**src/rtl/operand_scatter_pkg.sv**
```systemverilog
// Shared widths and collector state encoding for the 4-way operand scatter.
package operand_scatter_pkg;

  localparam int DATA_W = 16;
  localparam int LANES  = 4;

  typedef enum logic {
    ST_COLLECT = 1'b0,
    ST_FULL    = 1'b1
  } coll_state_e;

endpackage

```
**src/rtl/operand_scatter_4way_16bit.sv**
```systemverilog
// Gathers serial words into a 4-lane parallel group; out_valid one cycle after the closing word.
// A closed group waiting on a busy output slot parks in FULL and drops in_ready until it moves.
module operand_scatter_4way_16bit #(
  parameter int DATA_W = operand_scatter_pkg::DATA_W,
  parameter int LANES  = operand_scatter_pkg::LANES
) (
  input  logic              clk,
  input  logic              reset,
  input  logic [DATA_W-1:0] in_data,
  input  logic              in_valid,
  input  logic              in_last,
  output logic              in_ready,
  output logic [DATA_W-1:0] out00,
  output logic [DATA_W-1:0] out01,
  output logic [DATA_W-1:0] out10,
  output logic [DATA_W-1:0] out11,
  output logic [2:0]        out_count,
  output logic              out_valid,
  input  logic              out_ready
);

  import operand_scatter_pkg::coll_state_e;
  import operand_scatter_pkg::ST_COLLECT;
  import operand_scatter_pkg::ST_FULL;

  coll_state_e       state_q;
  logic [2:0]        cnt_q;
  logic [DATA_W-1:0] buf_q [LANES];
  logic [DATA_W-1:0] grp_d [LANES];
  logic [DATA_W-1:0] out_q [LANES];
  logic [2:0]        out_count_q;
  logic              out_valid_q;
  logic              in_ready_q;
  logic              closing;
  logic              slot_free;

  // Unfilled lanes of buf_q are always zero, so the group only needs the new word dropped in.
  always_comb begin
    for (int i = 0; i < LANES; i++) grp_d[i] = buf_q[i];
    grp_d[cnt_q[1:0]] = in_data;
    closing   = in_last || (cnt_q == 3'd3);
    slot_free = !out_valid_q || out_ready;
  end

  always_ff @(posedge clk or posedge reset) begin
    if (reset) begin
      state_q     <= ST_COLLECT;
      cnt_q       <= 3'd0;
      out_count_q <= 3'd0;
      out_valid_q <= 1'b0;
      in_ready_q  <= 1'b0;
      for (int i = 0; i < LANES; i++) begin
        buf_q[i] <= '0;
        out_q[i] <= '0;
      end
    end else begin
      if (out_valid_q && out_ready) out_valid_q <= 1'b0;
      case (state_q)
        ST_COLLECT: begin
          in_ready_q <= 1'b1;
          if (in_valid && in_ready_q) begin
            if (closing && slot_free) begin
              for (int i = 0; i < LANES; i++) begin
                out_q[i] <= grp_d[i];
                buf_q[i] <= '0;
              end
              out_count_q <= cnt_q + 3'd1;
              out_valid_q <= 1'b1;
              cnt_q       <= 3'd0;
            end else begin
              for (int i = 0; i < LANES; i++) buf_q[i] <= grp_d[i];
              cnt_q <= cnt_q + 3'd1;
              if (closing) begin
                state_q    <= ST_FULL;
                in_ready_q <= 1'b0;
              end
            end
          end
        end
        ST_FULL: begin
          if (slot_free) begin
            for (int i = 0; i < LANES; i++) begin
              out_q[i] <= buf_q[i];
              buf_q[i] <= '0;
            end
            out_count_q <= cnt_q;
            out_valid_q <= 1'b1;
            cnt_q       <= 3'd0;
            state_q     <= ST_COLLECT;
            in_ready_q  <= 1'b1;
          end
        end
        default: state_q <= ST_COLLECT;
      endcase
    end
  end

  assign in_ready  = in_ready_q;
  assign out00     = out_q[0];
  assign out01     = out_q[1];
  assign out10     = out_q[2];
  assign out11     = out_q[3];
  assign out_count = out_count_q;
  assign out_valid = out_valid_q;

endmodule

```
**config.mk**
```make
export PLATFORM = sky130hd
export DESIGN_NAME = operand_scatter_4way_16bit
export DESIGN_NICKNAME = d
export VERILOG_FILES = /design/src/rtl/operand_scatter_pkg.sv /design/src/rtl/operand_scatter_4way_16bit.sv
export SDC_FILE = /design/constraint.sdc
export NUM_CORES = 1
export LEC_CHECK = 0
export CORE_ASPECT_RATIO = 0.9
export CORE_MARGIN = 2
export CORE_UTILIZATION = 51
export DETAILED_ROUTE_END_ITERATION = 7
export PLACE_DENSITY = 0.76
export SLEW_MARGIN = 0
export SYNTH_ARGS = -nofsm -noshare
export SYNTH_HDL_FRONTEND = slang
export SYNTH_SLANG_ARGS = --single-unit
```
**constraint.sdc**
```tcl
create_clock -name clk -period 4.45 [get_ports clk]
set_input_delay 0.6675 -clock clk [delete_from_list [all_inputs] [get_ports clk]]
set_output_delay 0.6675 -clock clk [all_outputs]
set_load 0.05 [all_outputs]
```
==> metrics.txt <==
# TYPE chip_impl_metric gauge
chip_impl_metric{name="timing.critical_path.fanout_max",unit=""} 44
chip_impl_metric{name="holdBufCountCts",unit=""} 0
chip_impl_metric{name="cp.arrival",unit="ps"} 3170
chip_impl_metric{name="clkLatencyLatePin",unit="ps"} 430
chip_impl_metric{name="number_of_cells_traversed_by_the_worst_hold_path",unit=""} 1
chip_impl_metric{name="synth-seq-area-share",unit="%"} 45.7
chip_impl_metric{name="initial_core_util",unit="%"} 51.5
chip_impl_metric{name="layout.nets",unit=""} 709
chip_impl_metric{name="rr_worst_depth",unit=""} 6
chip_impl_metric{name="synth_cells",unit=""} 625
chip_impl_metric{name="routed_wirelength",unit="um"} 19000
chip_impl_info{name="kind_of_capture_point_of_the_worst_setup_path",value="flop"} 1
chip_impl_metric{name="clk_pin_slew_worst_paths",unit="ps"} 60
chip_impl_metric{name="worst-slew-pin-transition",unit="ps"} 1280
chip_impl_info{name="tritoncts",value="done"} 1
chip_impl_metric{name="max-slew-margin-rel",unit="%"} 14.8
chip_impl_metric{name="finalWorstPathRequiredPeriod",unit="ps"} 2910
chip_impl_info{name="slowest_stage",value="buf_4"} 1
chip_impl_metric{name="post-route-period-util",unit="%"} 65.4
chip_impl_metric{name="fin_tns_setup",unit="ps"} 0
chip_impl_info{name="hold_end",value="out10[13]"} 1
chip_impl_metric{name="drv_slew",unit=""} 0
chip_impl_metric{name="powerDensity",unit="mW/mm^2"} 780
chip_impl_metric{name="globalRoute.totalOverflow",unit=""} 0
chip_impl_metric{name="synth_nets",unit=""} 651
chip_impl_metric{name="post_drt_wl_per_cell",unit="um"} 21.3
chip_impl_metric{name="dp_hpwl",unit="um"} 11500
chip_impl_metric{name="first_iter_violations",unit=""} 585
chip_impl_metric{name="critical_path.max_stage_delay",unit="ps"} 550
chip_impl_metric{name="layout.filler_cells",unit=""} 1095
chip_impl_metric{name="fin_util",unit="%"} 61.9
chip_impl_metric{name="ioPinCount",unit=""} 90
chip_impl_info{name="timing_worst_setup_path_type",value="flop to flop"} 1
chip_impl_metric{name="initial_antenna_violation_count",unit=""} 0
chip_impl_metric{name="timing.max_cap.violations",unit=""} 0
chip_impl_metric{name="overall_routing_resource_usage",unit="%"} 24.6
chip_impl_metric{name="ys_types",unit=""} 32
chip_impl_metric{name="cts_htree_levels",unit=""} 4
chip_impl_metric{name="ctsLongestPathBuffers",unit=""} 2
chip_impl_metric{name="synth_seq_cells",unit=""} 137
chip_impl_info{name="setup_repair_after_global_routing_missed_its_margin",value="false"} 1
chip_impl_info{name="clock_tree.root_cell",value="clkbuf_16"} 1
chip_impl_info{name="tightest_hold_check_type",value="flop to flop"} 1
chip_impl_metric{name="globalplace.congestion",unit=""} 0.789
chip_impl_metric{name="hold_violation_total_from_the_final_report",unit=""} 0
chip_impl_info{name="synthDominantAreaCellType",value="dfrtp_1"} 1
chip_impl_metric{name="static-leakage-power",unit="nW"} 3.77
chip_impl_metric{name="detail_route.vias_per_cell",unit=""} 6.19
chip_impl_info{name="worst_r2r_endpoint",value="buf_q[62]"} 1
chip_impl_metric{name="antenna_left",unit=""} 0
chip_impl_metric{name="postCtsSetupBuffers",unit=""} 0
chip_impl_metric{name="die_h",unit="um"} 119
chip_impl_metric{name="dieWidth",unit="um"} 132
chip_impl_metric{name="syn_area",unit="sq mm"} 0.00750
chip_impl_metric{name="floorplan.core_area",unit="sq mm"} 0.0146
chip_impl_metric{name="drtPass1Iterations",unit=""} 4
chip_impl_metric{name="worst_clock_skew",unit="ps"} 6.33
chip_impl_metric{name="layout-drive-gt1-share",unit="%"} 25.0
chip_impl_info{name="timing.rr.start",value="cnt_q[0]"} 1
chip_impl_metric{name="die_area",unit="sq mm"} 0.0157
chip_impl_metric{name="place.port_buffers",unit=""} 89
chip_impl_metric{name="timing.critical_path.required",unit="ps"} 4710
chip_impl_metric{name="timing.fmax",unit="MHz"} 343
chip_impl_metric{name="syn2layout_area_growth",unit="%"} 20.1
chip_impl_info{name="timing.critical_path.from_type",value="flop"} 1
chip_impl_metric{name="synth_area_per_inst",unit="sq um"} 12.0
chip_impl_metric{name="vdd_ir_drop_max",unit="mV"} 0.598
chip_impl_metric{name="cts_buffers",unit=""} 17
chip_impl_metric{name="detailroute.via_count",unit=""} 5525
chip_impl_info{name="status",value="finished, final reports clean"} 1
chip_impl_metric{name="placement_rows",unit=""} 42
chip_impl_info{name="crit_path_frequent_cell",value="ha_1"} 1
chip_impl_metric{name="grt_pass1_vias",unit=""} 5493
chip_impl_metric{name="antennaDiodeCount",unit=""} 0
chip_impl_info{name="netlist_top_cells_area",value="dfrtp_1 46%, mux2_2 12%, mux2_4 8.0%"} 1
chip_impl_metric{name="maximum_number_of_pins_on_one_net_before_global_route_repair",unit=""} 103
chip_impl_info{name="crit_path_cell_trace",value="ha_1 > ha_1 > nor2_4 > o21ai_4 > buf_4 > o221ai_1"} 1
chip_impl_metric{name="cts_sinks",unit=""} 137
chip_impl_metric{name="grt_pass1_wl",unit="um"} 29900
chip_impl_metric{name="yosys_warnings",unit=""} 0
chip_impl_metric{name="cts_resized",unit=""} 0
chip_impl_metric{name="r2r_slack",unit="ps"} 1540
chip_impl_metric{name="synth_top_area_share",unit="%"} 45.7
chip_impl_metric{name="final-setup-viol-count",unit=""} 0
chip_impl_info{name="min_from",value="out10[13]"} 1
chip_impl_metric{name="drc",unit=""} 0
==> cell usage after synthesis, drive strengths merged <==
cell type,instances
dfrtp,137
mux2,132
inv,69
nand2b,65
o2111ai,64
o221ai,63
buf,38
clkbuf,24
ha,5
nor2b,5
o21ai,4
nand2,3
o211ai,3
a21oi,2
nor2,2
a2111o,1
a211o,1
and2,1
mux2i,1
nand3b,1
o22ai,1
o311ai,1
or2,1
xnor2,1
==> critical path: cells and delay by family (launching register included) <==
| family | cells | cell delay (ps) |
|---|---|---|
| adders and majority gates | 2 | 920 |
| AOI/OAI and AO/OA | 2 | 760 |
| buffers and inverters | 1 | 550 |
| DFF | 1 | 420 |
| and+or+nand+nor | 1 | 70 |
==> state kept, by name, indices dropped and copies added, names as in the netlist <==
name       cells
buf_q         64
out00         16
out01         16
out10         16
out11         16
cnt_q          3
out_count      3
in_ready       1
out_valid      1
state_q        1
==> power by group <==
part           internal, mW  switching (mW)  total (mW)
combinational          1.44            1.96        3.40
sequential             1.77           0.348        2.11
clock                 0.962           0.543        1.51
==> cells in the final DEF, fill, tap and decap left out, types with 2 or more instances in the layout <==
cell type,instances
clkinv_4,3
nor2b_4,2
o21ai_0,2
inv_1,68
mux2_2,80
nor2b_2,2
o221ai_1,63
clkinv_2,4
o2111ai_1,64
bufinv_16,4
clkbuf_8,2
o21ai_4,2
clkbuf_16,17
mux2_1,12
o211ai_1,3
buf_4,12
nand2_1,3
mux2_4,40
nand2b_1,65
dfrtp_1,137
clkdlybuf4s50_1,89
ha_1,5
==> stage by stage <==
stage | hold slack (ps) | power [mW] | instance area [sq um] | instances | setup WS [ps]
6_report | 481 | 7.02 | 9000 | 893 | 1540
4_1_cts | 487 | 7.04 | 9000 | 893 | 1640
2_1_floorplan | 538 | 4.60 | 7500 | 625 | 115
3_5_place_dp | 474 | 5.50 | 8380 | 862 | 1670
3_3_place_gp | 467 | 5.38 | 8380 | 862 | 1780
5_1_grt | 510 | 7.33 | 9000 | 893 | 1410
==> area by class of cell <==
cell class	count	area, sq um	share of cell area (%)
clock buffers	19	453	5.03
well taps	198	248	2.75
inverters	69	264	2.93
flip-flops and latches	137	3430	38.1
multi-input cells	357	3460	38.4
repair buffers	101	981	10.9
clock inverters	12	174	1.93
==> per-layer routing <==
metal,wire length [um],part of all wire (%),up-vias,global-route usage [%]
met4,480,2.5,0,8.97
met1,8390,44,2786,34.2
met3,1480,7.8,39,6.22
met2,8670,46,247,37.3
met5,0,0,-,0
li1,-,-,2453,-
==> worst max-delay path by stage <==
| stage | startpoint | cells past startpoint | to |
|---|---|---|---|
| after global placement | out_ready | 5 | buf_q[56] |
| after global routing | cnt_q[0] | 6 | buf_q[37] |
| after detailed placement | cnt_q[0] | 5 | out11[7] |
| after floorplan | reset | 1 | buf_q[0] |
| final | cnt_q[0] | 6 | buf_q[62] |
| after CTS | cnt_q[0] | 5 | out11[7] |
==> logic make-up after synthesis <==
logic type	Yosys count	share of synthesized area, %
AOI/OAI and AO/OA	140	16.1
xor gates and xnor gates	1	0.117
adders and majority gates	5	0.834
buffers and inverters	131	8.80
DFF	137	45.7
muxes	133	22.0
and+or+nand+nor	78	6.46
Note: power is estimated with default switching activity, not from simulation.
